`src/rtl/multicycle_main_ctrl.sv`:
```
// Main control FSM for the multi-cycle MIPS datapath (lw, sw, R-type, beq, addi, j).
// Sequences fetch/decode/execute/memory/writeback and drives all datapath selects and enables.
module multicycle_main_ctrl #(
  parameter int MEM_HANDSHAKE = 1,
  parameter int CNT_W         = 16
) (
  input  logic             clk,
  input  logic             reset,
  input  logic [5:0]       op,
  input  logic             zero,
  input  logic             mem_ready,
  output logic             pcen,
  output logic             memwrite,
  output logic             irwrite,
  output logic             regwrite,
  output logic             iord,
  output logic             alusrca,
  output logic [1:0]       alusrcb,
  output logic [1:0]       aluop,
  output logic [1:0]       pcsrc,
  output logic             regdst,
  output logic             memtoreg,
  output logic             illegal_op,
  output logic [3:0]       dbg_state,
  output logic [CNT_W-1:0] dbg_retired
);

  typedef enum logic [3:0] {
    FETCH   = 4'd0,
    DECODE  = 4'd1,
    MEMADR  = 4'd2,
    MEMRD   = 4'd3,
    MEMWB   = 4'd4,
    MEMWR   = 4'd5,
    RTYPEEX = 4'd6,
    RTYPEWB = 4'd7,
    BEQEX   = 4'd8,
    ADDIEX  = 4'd9,
    ADDIWB  = 4'd10,
    JEX     = 4'd11,
    TRAP    = 4'd15
  } state_t;

  localparam logic [5:0] OP_LW   = 6'b100011;
  localparam logic [5:0] OP_SW   = 6'b101011;
  localparam logic [5:0] OP_RTYP = 6'b000000;
  localparam logic [5:0] OP_BEQ  = 6'b000100;
  localparam logic [5:0] OP_ADDI = 6'b001000;
  localparam logic [5:0] OP_J    = 6'b000010;

  state_t state, next;
  logic   ready;
  logic   pcwrite, branch, retire;
  logic   irwrite_d, memwrite_d, regwrite_d;

  assign ready = (MEM_HANDSHAKE != 0) ? mem_ready : 1'b1;

  always_ff @(posedge clk or posedge reset) begin
    if (reset) begin
      state       <= FETCH;
      illegal_op  <= 1'b0;
      dbg_retired <= '0;
    end else begin
      state <= next;
      if (next == TRAP)
        illegal_op <= 1'b1;
      if (retire)
        dbg_retired <= dbg_retired + CNT_W'(1);
    end
  end

  always_comb begin
    next       = state;
    pcwrite    = 1'b0;
    branch     = 1'b0;
    retire     = 1'b0;
    irwrite_d  = 1'b0;
    memwrite_d = 1'b0;
    regwrite_d = 1'b0;
    iord       = 1'b0;
    alusrca    = 1'b0;
    alusrcb    = 2'b00;
    aluop      = 2'b00;
    pcsrc      = 2'b00;
    regdst     = 1'b0;
    memtoreg   = 1'b0;
    case (state)
      FETCH: begin
        alusrcb   = 2'b01;
        irwrite_d = ready;
        pcwrite   = ready;
        if (ready) next = DECODE;
      end
      DECODE: begin
        alusrcb = 2'b11;
        case (op)
          OP_LW, OP_SW: next = MEMADR;
          OP_RTYP:      next = RTYPEEX;
          OP_BEQ:       next = BEQEX;
          OP_ADDI:      next = ADDIEX;
          OP_J:         next = JEX;
          default:      next = TRAP;
        endcase
      end
      MEMADR: begin
        alusrca = 1'b1;
        alusrcb = 2'b10;
        next    = (op == OP_SW) ? MEMWR : MEMRD;
      end
      MEMRD: begin
        iord = 1'b1;
        if (ready) next = MEMWB;
      end
      MEMWB: begin
        memtoreg   = 1'b1;
        regwrite_d = 1'b1;
        retire     = 1'b1;
        next       = FETCH;
      end
      MEMWR: begin
        iord       = 1'b1;
        memwrite_d = 1'b1;
        if (ready) begin
          retire = 1'b1;
          next   = FETCH;
        end
      end
      RTYPEEX: begin
        alusrca = 1'b1;
        aluop   = 2'b10;
        next    = RTYPEWB;
      end
      RTYPEWB: begin
        regdst     = 1'b1;
        regwrite_d = 1'b1;
        retire     = 1'b1;
        next       = FETCH;
      end
      BEQEX: begin
        alusrca = 1'b1;
        aluop   = 2'b01;
        pcsrc   = 2'b01;
        branch  = 1'b1;
        retire  = 1'b1;
        next    = FETCH;
      end
      ADDIEX: begin
        alusrca = 1'b1;
        alusrcb = 2'b10;
        next    = ADDIWB;
      end
      ADDIWB: begin
        regwrite_d = 1'b1;
        retire     = 1'b1;
        next       = FETCH;
      end
      JEX: begin
        pcsrc   = 2'b10;
        pcwrite = 1'b1;
        retire  = 1'b1;
        next    = FETCH;
      end
      TRAP: next = TRAP;
      default: next = FETCH;
    endcase
  end

  // Reset is asynchronous, so the ready-dependent FETCH enables must be masked by reset itself.
  assign pcen      = ~reset & (pcwrite | (branch & zero));
  assign irwrite   = ~reset & irwrite_d;
  assign memwrite  = ~reset & memwrite_d;
  assign regwrite  = ~reset & regwrite_d;
  assign dbg_state = state;

endmodule
```
`config.mk`:
```
export PLATFORM = sky130hd
export DESIGN_NAME = multicycle_main_ctrl
export DESIGN_NICKNAME = d
export VERILOG_FILES = /design/src/rtl/multicycle_main_ctrl.sv
export SDC_FILE = /design/constraint.sdc
export NUM_CORES = 1
export LEC_CHECK = 0
export ABC_AREA = 0
export BUFFER_PORTS_ARGS = -buffer_cell sky130_fd_sc_hd__clkbuf_2
export CORE_MARGIN = 5
export CORE_UTILIZATION = 53
export CTS_BUF_LIST = sky130_fd_sc_hd__clkbuf_16
export DETAILED_ROUTE_END_ITERATION = 6
export PLACE_DENSITY = 0.83
export SETUP_SLACK_MARGIN = 0.5
export SYNTH_ARGS = -nofsm -noshare
export SYNTH_HDL_FRONTEND = slang
export SYNTH_SLANG_ARGS = --single-unit
```
`constraint.sdc`:
```
create_clock -name clk -period 3.07 [get_ports clk]
set_clock_uncertainty 0.15 [all_clocks]
set_input_delay 0.614 -clock clk [delete_from_list [all_inputs] [get_ports clk]]
set_output_delay 0.614 -clock clk [all_outputs]
set_load 0.1 [all_outputs]
```
# After elaboration in Yosys (flattened, before gate mapping)
# Cells that the tools add are included.
# op_classes
n_addsub	1
eq_ne	18
muxes	20
bitwise_logic	7
n_reduce_logical	8
# op_table
op	n
case mux 4 bit (8 select lines)	1
equality test 4 bit (second input constant)	6
case mux 4 bit (5 select lines)	1
adder 16 x 1 -> 16 bit (second input constant)	1
equality test 4 x 3 -> 1 bit (second input constant)	4
equality test 6 bit (second input constant)	2
two-way mux 4 bit	3
two-way mux 1 bit	9
equality test 4 x 2 -> 1 bit (second input constant)	2
case mux 2 bit (2 select lines)	2
equality test 6 x 2 -> 1 bit (second input constant)	1
equality test 6 x 3 -> 1 bit (second input constant)	1
equality test 6 x 4 -> 1 bit (second input constant)	1
logical NOT 6 bit	1
case mux 2 bit (3 select lines)	1
OR reduction 2 bit	3
AND 1 bit	5
OR reduction 5 bit	1
equality test 4 x 1 -> 1 bit (second input constant)	1
logical NOT 4 bit	1
case mux 1 bit (2 select lines)	2
OR reduction 4 bit	1
two-way mux 3 bit	1
OR reduction 3 bit	1
other kinds (2)	2
# word_totals
ff_bits	21
input_bits	10
out_inout_bits	35

# Logic depth before layout (Yosys ltp)
# Gate-level depths: netlist of the first run.
# depth
word_depth	5
ltp_mapped	7
mapped_depth_nobuf	5

# Worst setup path before layout of the first run
# OpenSTA, ideal clock, no wires.
# synth_path
kind	register to output
startpoint	register state[1], in the netlist dbg_state[1]
endpoint	output port memwrite
arrival_time_ns	4.225
required_ns	2.306
slack_ns	-1.919
stages_incl_launch_ff	4
path_buffers	2
path_cell_list	dfrtp_1 -> clkbuf_1 -> buf_1 -> nor4_1
# synth_via
elab_chain_cells	3
# synth_rtl
item	line_no	source
from (decl)	51	state_t state, next;
from (signal assigned)	64	state <= next;
equality test 4 x 3 -> 1 bit	87	case (state)
two-way mux 1 bit	87	
AND 1 bit	171	assign memwrite = ~reset & memwrite_d;
to (decl)	13	output logic memwrite,
# No other way between the ends.

# Final worst setup path of the first run
# layout_path
startpoint	register state[3], in the netlist dbg_state[3]
endpoint	output port iord
# layout_via
elab_chain_cells	3
word_cells_on_any_way	4
cone_classes	eq/ne: 2; mux: 1; reduce/logical: 1
# layout_rtl
item	line_no	source
equality test 4 x 3 -> 1 bit / equality test 4 x 2 -> 1 bit (equally long branches)	87	
OR reduction 2 bit (no line) *	--	
two-way mux 1 bit *	87	
to (decl)	16	output logic iord,
# Every way passes the cells marked *; elsewhere a longest branch is shown, timed or not.

==> metrics, run 1 <==
status finished clean; share of cells above drive strength 1 42.9%; met1 Usage GRT between 20% and 30%; GR Util met3 approximately 4.8%; Hold Path Class reg2reg; Crit Path Class reg2out; number of buffers created by CTS 3; fill count 185; Routed Antenna Nets 0; final WL 3.29 mm; setup_tns 0 ps; worst rel slew slack 63.6%; FFs w/ async S/R, synth 100%; area growth from synthesis to layout 40.1%; Via density around 5.7; Final Max Tran Viols 0; root buf cell clkbuf_16; final hold violation count 0; clk_lat worst skew around 250 ps; grt peak-use layer met2; Req. time, crit path between 2000 and 2500 ps; Yosys reg bits 21; Main synth FF type dfrtp_1; vias in the first global route ~1200; global-route wire length before repair 5.23 mm; residual DRC count 0; drt wl/cell about 15 µm; count of cell types in the netlist 39; cell area after synthesis around 0.0013 mm²; Starting Density 54.5%; Rows 18; # H-tree levels 1; diode count 0; GR Util met2 between 30% and 40%; clock-pin slew on the worst setup and hold paths ~60 ps; Chip Height 60.0 µm; setup slack after layout 561 ps; global placer's final weighted congestion around 0.84; # IOs 45; initial antenna violation count 0; DP HPWL 2.45 mm; worst-margin pin slew 548 ps; final core occ about three quarters; Post-Synthesis Cells 147; Num Clock Sinks 21; multi-input logic area slightly below 900 µm²; die area 0.00360 mm²; CTS tree yes; Max-Cap Viols 0; synth warn 0; WP data arrival 1750 ps; Critical Path Sink Type primary output; final setup fails 0; RSZ-0062 raised after global routing true; Avg Cell Area, Syn between 9 and 10 µm²; register area share after synthesis 39.6%; pre-CTS WS around 510 ps; core area between 0.002 and 0.0025 mm²; Final nets between 200 and 250; FF/Latch Area about 540 µm²; IO buf count 44; CP Launch Type register; remaining global-route overflow 0; Post-synth EDFFs 0; Min Clock Period, post-route about 2500 ps; syn nets around 160; gr usage total 18.9%; initial DRC count 36; CTS max path bufs 2; Final period util ~80%; die width 60.0 µm; largest net degree at the start of global routing 25; Max FO, Critical Path 20; via count between 1000 and 1500; Fmax 0.399 GHz; WHS 321 ps; first-pass detailed-route iteration total 6
cell families (layout without fill, tap and decap cells):
| logic type | count (synthesis) | in the layout | share of synthesized area, % |
|---|---|---|---|
| buffers and inverters | 12 | 56 | 4.53 |
| and+or+nand+nor | 71 | 71 | 28.5 |
| AOI/OAI and AO/OA | 20 | 20 | 11.5 |
| xor gates and xnor gates | 19 | 19 | 12.5 |
| adders and majority gates | 1 | 1 | 0.943 |
| muxes | 3 | 3 | 2.36 |
| DFF | 21 | 21 | 39.6 |
Yosys cell counts, types with 2 or more instances:
cell	n	area share, %
inv_1	2	0.57
or4_1	2	1.1
o22ai_1	2	0.94
xor2_1	4	2.6
o21ai_0	5	1.9
dfrtp_1	21	40
nand2_1	11	3.1
nand3_1	6	2.3
xnor2_1	15	9.9
nor2b_1	2	0.94
clkbuf_1	4	1.1
and4_1	4	2.6
nand2b_1	3	1.4
a21o_1	2	1.1
and2_1	2	0.94
mux2i_1	2	1.5
and3_1	3	1.4
a31oi_1	3	1.4
buf_2	3	1.1
o211ai_1	2	1.1
nor2_1	15	4.2
nor3_1	14	5.3
nand4_1	4	1.9
placed cells by master (no fill, tap or decap), types with 2 or more instances in the layout:
cell type  count
mux2i_1        2
nor3_1         8
or4_1          2
nor3_4         6
xor2_1         4
and4_1         4
nand3_1        6
a21o_1         2
nand4_1        4
clkbuf_4       3
nor2_4         6
dfrtp_4        4
nand2_1       11
dfrtp_1       17
clkbuf_2      39
o211ai_1       2
o21ai_0        5
buf_4          6
nor2_1         9
a31oi_1        3
and3_1         3
and2_1         2
clkbuf_16      3
nand2b_4       2
xnor2_1       15
per-layer routing:
| layer | share of wire (%) | up-vias |
|---|---|---|
| li1 | - | 618 |
| met1 | 42 | 603 |
| met2 | 53 | 35 |
| met3 | 4.7 | 2 |
| met4 | 0.27 | 0 |
| met5 | 0 | - |
path summary, 6_finish.rpt:
path / startpoint / end / slack, ps / cells past startpoint
min: dbg_retired[15]$_DFFE_PP0P_ / dbg_retired[15]$_DFFE_PP0P_ / 320 / 1
min reg2reg: dbg_retired[15]$_DFFE_PP0P_ / dbg_retired[15]$_DFFE_PP0P_ / 320 / 1
max: dbg_state[3]$_DFF_PP0_ / iord / 560 / 3
max in group asynchronous: reset / dbg_state[0]$_DFF_PP0_ / 2150 / 3
min in group asynchronous: reset / dbg_state[2]$_DFF_PP0_ / 380 / 3
max reg2reg: dbg_state[0]$_DFF_PP0_ / dbg_retired[15]$_DFFE_PP0P_ / 800 / 6
through the flow:
step                      area (µm²)  instances
after floorplan                 1540        147
final                           1860        221
after detailed placement        1720        212
after global routing            1860        221
after global placement          1720        212
after CTS                       1810        216
worst max-delay path: stages (launching register included):
cell and delay (ps):
dfrtp_4 590, nand2b_2 320, nor2_4 130, clkbuf_2 450
sequential cells by signal, summed over array words and instances (netlist names):
name and count:
illegal_op 1, dbg_state 4, dbg_retired 16
layout make-up:
cell class              instances  area share (%)
multi-input cells             114            48.1
flip-flops and latches         21            29.1
repair buffers                 50            15.8
clock buffers                   3            4.04
well taps                      30            2.02
inverters                       2           0.606
clock inverters                 1           0.269
timing repair:
item | CTS | global route
resized for setup | 6 | 2
hold buffers | 0 | 0
gates cloned | 0 | 0
buffers inserted | 0 | 5
setup endpoints to repair | 4 | 4
pin swaps | 0 | 0
Power of run 1 is left out: the tool's default activity adds up to more than one toggle a clock period on the data nets, which glitch-free logic cannot reach.
==> run 2: changes to the inputs <==
--- a/config.mk
+++ b/config.mk
@@ -8,10 +8,10 @@
 export ABC_AREA = 0
 export BUFFER_PORTS_ARGS = -buffer_cell sky130_fd_sc_hd__clkbuf_2
 export CORE_MARGIN = 5
-export CORE_UTILIZATION = 53
+export CORE_UTILIZATION = 49
 export CTS_BUF_LIST = sky130_fd_sc_hd__clkbuf_16
 export DETAILED_ROUTE_END_ITERATION = 6
-export PLACE_DENSITY = 0.83
+export PLACE_DENSITY = 0.77
 export SETUP_SLACK_MARGIN = 0.5
 export SYNTH_ARGS = -nofsm -noshare
 export SYNTH_HDL_FRONTEND = slang
==> constraint.sdc (replaced) <==
create_clock -name clk -period 2.5 [get_ports clk]
set_clock_uncertainty 0.15 [all_clocks]
set_input_delay 0.5 -clock clk [delete_from_list [all_inputs] [get_ports clk]]
set_output_delay 0.5 -clock clk [all_outputs]
set_load 0.1 [all_outputs]
==> run 2 against run 1 <==
Compared with the run above: the run now fails in global routing; synthesized area is the same; synthesized cell count is the same.
==> metrics, run 2 <==
status aborted with a tool error; failing step global routing; Err [ERROR DPL-0038] Utilization greater than 100%, impossible to legalize; # H-tree levels 1; root buf cell clkbuf_16; IO buf count 44; global placer's final weighted congestion ~0.85; synth warn 0; largest net degree at the start of global routing 22; Worst EP kind top-level output; Post-synth EDFFs 0; largest family of logic cells by synthesized area simple AND/OR/NAND/NOR gates; xor/xnor share of the synthesized area 12.5%; Starting Density ~53%; Rows 18; count of cell types in the netlist 39; CTS max path bufs 2; # IOs 45; mux cell area share after synthesis 2.36%; Inst Count DP about 210; last worst endpoint in the global-route repair_timing regwrite; Avg Cell Area, Syn approximately 9 µm²; synth top area cells dfrtp_1 40%, xnor2_1 9.9%, nor3_1 5.3%; top-count cell post-synth dfrtp_1; die width between 60 and 70 µm; FFs w/ async S/R, synth 100%; synthesized-area fraction occupied by adder cells 0.943%; simple-gate area share of the yosys netlist between 20% and 30%; top cell type's share of synthesized area between 30% and 40%; cell area after synthesis around 0.0013 mm²; Synth area leader dfrtp_1; Post-Synthesis Cells 147; Synth Area in Compound Gates 11.5%; register area share after synthesis 39.6%; Main synth FF type dfrtp_1; pre-CTS WS 278 ps; number of buffers created by CTS 3; DP HPWL between 2 and 2.5 mm; Yosys reg bits 21; Num Clock Sinks 21; synth cell count leaders 21 x dfrtp_1, 15 x nor2_1, 15 x xnor2_1; Chip Height a little over 60 µm; syn nets roughly 160
## run 2: cell counts after synthesis
Identical to the previous run, type by type.
## run 2: metrics by stage
step | TNS, ps | hold slack, ps | cell area, µm² | util [%]
after CTS | 0 | 290 | 2360 | 93.5
after global placement | 0 | 305 | 1800 | 71.2
after floorplan | -531 | 213 | 1580 | -
after detailed placement | 0 | 312 | 1800 | 71.2
## run 2: repair_timing
item,CTS
resized for setup,50
hold buffers,0
setup endpoints to repair,29
pin swaps,11
setup buffers,29
## run 2: cell families after synthesis
kind of cell | count (synthesis)
compound gates | 20
xor+xnor | 19
fa+ha+maj | 1
buf+inv | 12
flops | 21
mux | 3
simple gates | 71
==> run 3: changes to the inputs <==
==> config.mk (replaced) <==
export PLATFORM = sky130hd
export DESIGN_NAME = multicycle_main_ctrl
export DESIGN_NICKNAME = d
export VERILOG_FILES = /design/src/rtl/multicycle_main_ctrl.sv
export SDC_FILE = /design/constraint.sdc
export NUM_CORES = 1
export LEC_CHECK = 0
export ABC_AREA = 0
export BUFFER_PORTS_ARGS = -buffer_cell sky130_fd_sc_hd__clkbuf_2
export CORE_AREA = 5 5 66 68
export DETAILED_ROUTE_END_ITERATION = 6
export DIE_AREA = 0 0 71 73
export PLACE_DENSITY_LB_ADDON = 0.15
export SYNTH_ARGS = -nofsm -noshare
export SYNTH_HDL_FRONTEND = slang
export SYNTH_SLANG_ARGS = --single-unit
==> run 3 against run 2 <==
Compared with the run above: the run now ends clean.
==> metrics, run 3 (synthesis gave the netlist of run 1 again) <==
status finished clean; worst flop-to-flop path endpoint dbg_retired[15]$_DFFE_PP0P_; vias in the first global route between 1000 and 1500; remaining global-route overflow 0; CTS tree yes; worst-margin pin slew approximately 550 ps; Fmax about 0.42 GHz; CP Launch Type register; FF-to-FF setup slack 240 ps; R2R Path Start dbg_state[2]$_DFF_PP0_; Req. time, crit path around 1900 ps; DP HPWL ~2.5 mm; Max-Cap Viols 0; WP data arrival around 1700 ps; share of cells above drive strength 1 about two fifths; Crit Path Class reg2out; die width between 70 and 80 µm; Final Max Tran Viols 0; final setup fails 0; CP max stage delay just under 600 ps; final WL around 3.3 mm; IO buf count 44; Inst Count DP roughly 230; area growth from synthesis to layout 45.1%; Max FO, Critical Path 17; Rows 23; Biggest register dbg_retired; Num Clock Sinks 21; Worst setup endpoint alusrca; DP Area about 0.0019 mm²; Min Clock Period, post-route around 2400 ps; Routed Antenna Nets 0; Crit. Startpoint dbg_state[2]$_DFF_PP0_; global-route wire length before repair 5.79 mm; residual DRC count 0; first-pass detailed-route iteration total 4; max FFs per register 16; most frequent cells in the layout 33 x clkbuf_2, 17 x dfrtp_1, 15 x xnor2_1; initial DRC count 56; gr usage total a little over an eighth; via count between 1000 and 1500; drt wl/cell about 14 µm; crit-path cells nand2b_1 -> o22ai_2 -> buf_12; RSZ-0062 raised after global routing false; Final nets around 200; diode count 0; Hold Path Class in2async; clk_lat worst skew 250 ps; worst rel slew slack 63.3%; # IOs 45; Starting Density around a third; r2r worst-path depth 5; clock-pin slew on the worst setup and hold paths ~70 ps; root buf cell clkbuf_8; initial antenna violation count 0; Final period util roughly 95%; Via density 5.23; Non-Filler Instances roughly 240; number of buffers created by CTS 3; core area about 0.0038 mm²; CP max stage cell dfrtp_4; die area 0.00518 mm²; fin area slightly below 0.002 mm²; commonest non-fill, non-tap cell in the layout clkbuf_2; global placer's final weighted congestion between 0.8 and 0.9; Chip Height between 70 and 80 µm; largest net degree at the start of global routing 22; CTS max path bufs 2; Critical Path Sink Type primary output; final hold violation count 0; # H-tree levels 1
-- run 3: repair_timing --
action                                  CTS  global route
hold buffers                              0             0
buffers inserted                          0             3
gates resized for setup                   0             2
endpoints found under the setup margin    0             2
-- run 3: routing by layer --
| metal | vias up | track usage [%] | share of wire [%] |
|---|---|---|---|
| met4 | 0 | 5.43 | 1.6 |
| met5 | - | 0 | 0 |
| li1 | 610 | - | - |
| met2 | 41 | 22.2 | 48 |
| met1 | 603 | 17.5 | 44 |
| met3 | 6 | 3.44 | 6.2 |
-- run 3: stage by stage --
stage	setup WS [ps]	setup TNS [ps]	util (%)	hold WS, ps
after floorplan	-217	-601	-	213
after global placement	286	0	48.7	311
after detailed placement	223	0	48.7	307
after CTS	37.5	0	49.9	277
after global routing	39.1	0	50.7	312
final	121	0	50.7	273
-- run 3: cell type report --
type	instances	area (µm²)
fill	382	1870
inverter	2	11.3
tap	50	62.6
timing repair buffer	50	393
clock buffer	4	45.0
multi-input combinational	114	872
sequential	21	541
-- run 3: how the worst min path moves through the flow --
| stage | endpoint | slack, ps | cells past startpoint |
|---|---|---|---|
| floorplan | dbg_retired[0]$_DFFE_PP0P_ | 210 | 1 |
| global placement | dbg_retired[15]$_DFFE_PP0P_ | 310 | 1 |
| detailed placement | illegal_op$_DFFE_PP0N_ | 310 | 1 |
| CTS | dbg_retired[0]$_DFFE_PP0P_ | 280 | 3 |
| global route | dbg_retired[0]$_DFFE_PP0P_ | 310 | 3 |
| finish | dbg_retired[0]$_DFFE_PP0P_ | 270 | 3 |
-- run 3: worst max-delay path, delay by kind of cell, from the launching register on --
| kind | cells | cell delay (ps) |
|---|---|---|
| AOI/OAI and AO/OA | 1 | 290 |
| buffers and inverters | 1 | 200 |
| DFF | 1 | 590 |
| and+or+nand+nor | 1 | 390 |
Power of run 3 is left out for the same reason.
==> run 4: changes to the inputs <==
--- a/config.mk
+++ b/config.mk
@@ -11,6 +11,7 @@
 export DETAILED_ROUTE_END_ITERATION = 6
 export DIE_AREA = 0 0 71 73
 export PLACE_DENSITY_LB_ADDON = 0.15
+export SETUP_SLACK_MARGIN = 0.5
 export SYNTH_ARGS = -nofsm -noshare
 export SYNTH_HDL_FRONTEND = slang
 export SYNTH_SLANG_ARGS = --single-unit
==> run 4 against run 3 <==
Compared with the run above: design area grew 28%; wire length grew 31%; non-clock buffer count grew 22; cell count grew 9.1%; via count grew 9.3%; die area is the same; sequential share of layout area shrank 5.9 points.
==> metrics, run 4 (synthesis gave the netlist of run 1 again) <==
status finished clean; clk_lat worst skew approximately 260 ps; global-route wire length before repair 6.78 mm; global placer's final weighted congestion between 0.7 and 0.8; share of cells above drive strength 1 approximately three fifths; Chip Height approximately 73 µm; die width around 70 µm; Critical Path Sink Type primary output; Starting Density 34.9%; vias in the first global route about 1400; # H-tree levels 1; Num Clock Sinks 21; RSZ-0062 raised after global routing true; clock-pin slew on the worst setup and hold paths 80 ps; die area 0.00518 mm²; DP HPWL 2.54 mm; Fmax ~0.43 GHz; IO buf count 44; WP data arrival about 1700 ps; # IOs 45; most frequent cells in the layout 26 x clkbuf_2, 16 x buf_4, 14 x xnor2_1; first-pass detailed-route iteration total 4; Req. time, crit path approximately 1900 ps; residual DRC count 0; Min Clock Period, post-route 2300 ps; root buf cell clkbuf_8; final setup fails 0; Crit Path Class reg2out; r2r worst-path depth 7; R2R Path Start dbg_state[1]$_DFF_PP0_; final hold violation count 0; worst-margin pin slew about 550 ps; diode count 0; Inst Count DP 233; number of buffers created by CTS 3; CTS max path bufs 2; Final Max Tran Viols 0; max FFs per register 16; Via density roughly 5.2; Routed Antenna Nets 0; CP Launch Type register; final core occ 64.7%; CP max stage cell dfrtp_4; fin area ~0.0025 mm²; Hold Path Class in2async; commonest non-fill, non-tap cell in the layout clkbuf_2; worst flop-to-flop path endpoint dbg_retired[6]$_DFFE_PP0P_; initial antenna violation count 0; worst rel slew slack 63.5%; FF-to-FF setup slack roughly 460 ps; hold_buf cts 0; Final nets about 230; Max FO, Critical Path 5; core area between 0.003 and 0.004 mm²; crit-path cells buf_4 -> buf_12 -> nand2b_4 -> nor4_4 -> buf_6; Non-Filler Instances approximately 260; Rows 23; CP max stage delay 520 ps; Max-Cap Viols 0; Crit. Startpoint dbg_state[3]$_DFF_PP0_; final WL 4.32 mm; DP Area roughly 0.0018 mm²; via count 1377; CTS tree yes; remaining global-route overflow 0; Final period util around 90%; area growth from synthesis to layout 85.3%; Biggest register dbg_retired; initial DRC count slightly below 60; largest net degree at the start of global routing 22; drt wl/cell roughly 16 µm; gr usage total roughly 16%
-- run 4: critical path: cells and delay by family, from the launching register on --
family	cells	cell delay (ps)
simple gates	2	320
flops	1	520
buf+inv	3	540
-- run 4: cell type report --
class | instances | area [µm²]
sequential | 21 | 546
clock inverter | 1 | 5.00
inverter | 2 | 11.3
clock buffer | 3 | 41.3
multi-input combinational | 114 | 1010
tap | 50 | 62.6
fill | 287 | 1340
timing repair buffer | 72 | 777
-- run 4: through the flow --
step | setup slack [ps] | setup TNS, ps | hold WS [ps]
after floorplan | -216 | -531 | 213
after global placement | 321 | 0 | 316
after detailed placement | 281 | 0 | 320
after CTS | 288 | 0 | 267
after global routing | 123 | 0 | 306
final | 200 | 0 | 270
-- run 4: routing by layer --
metal  vias up  GRT usage [%]  routed length (µm)
li1        657              -                   -
met2        46           28.2                2210
met5         -              0                   0
met3        11           2.48                 181
met1       663           19.7                1820
met4         0           7.52                 102
-- run 4: worst max path at each step --
stage	endpoint	slack [ps]
finish	memwrite	200
global route	pcen	120
CTS	pcen	290
detailed placement	dbg_retired[11]$_DFFE_PP0P_	280
global placement	dbg_retired[11]$_DFFE_PP0P_	320
floorplan	memwrite	-220
-- run 4: timing repair --
item                       4_1_cts  5_1_grt
setup endpoints to repair       31       35
setup buffers                   24        2
resized for setup               51       26
pin swaps                       15       10
Power of run 4 is left out for the same reason.
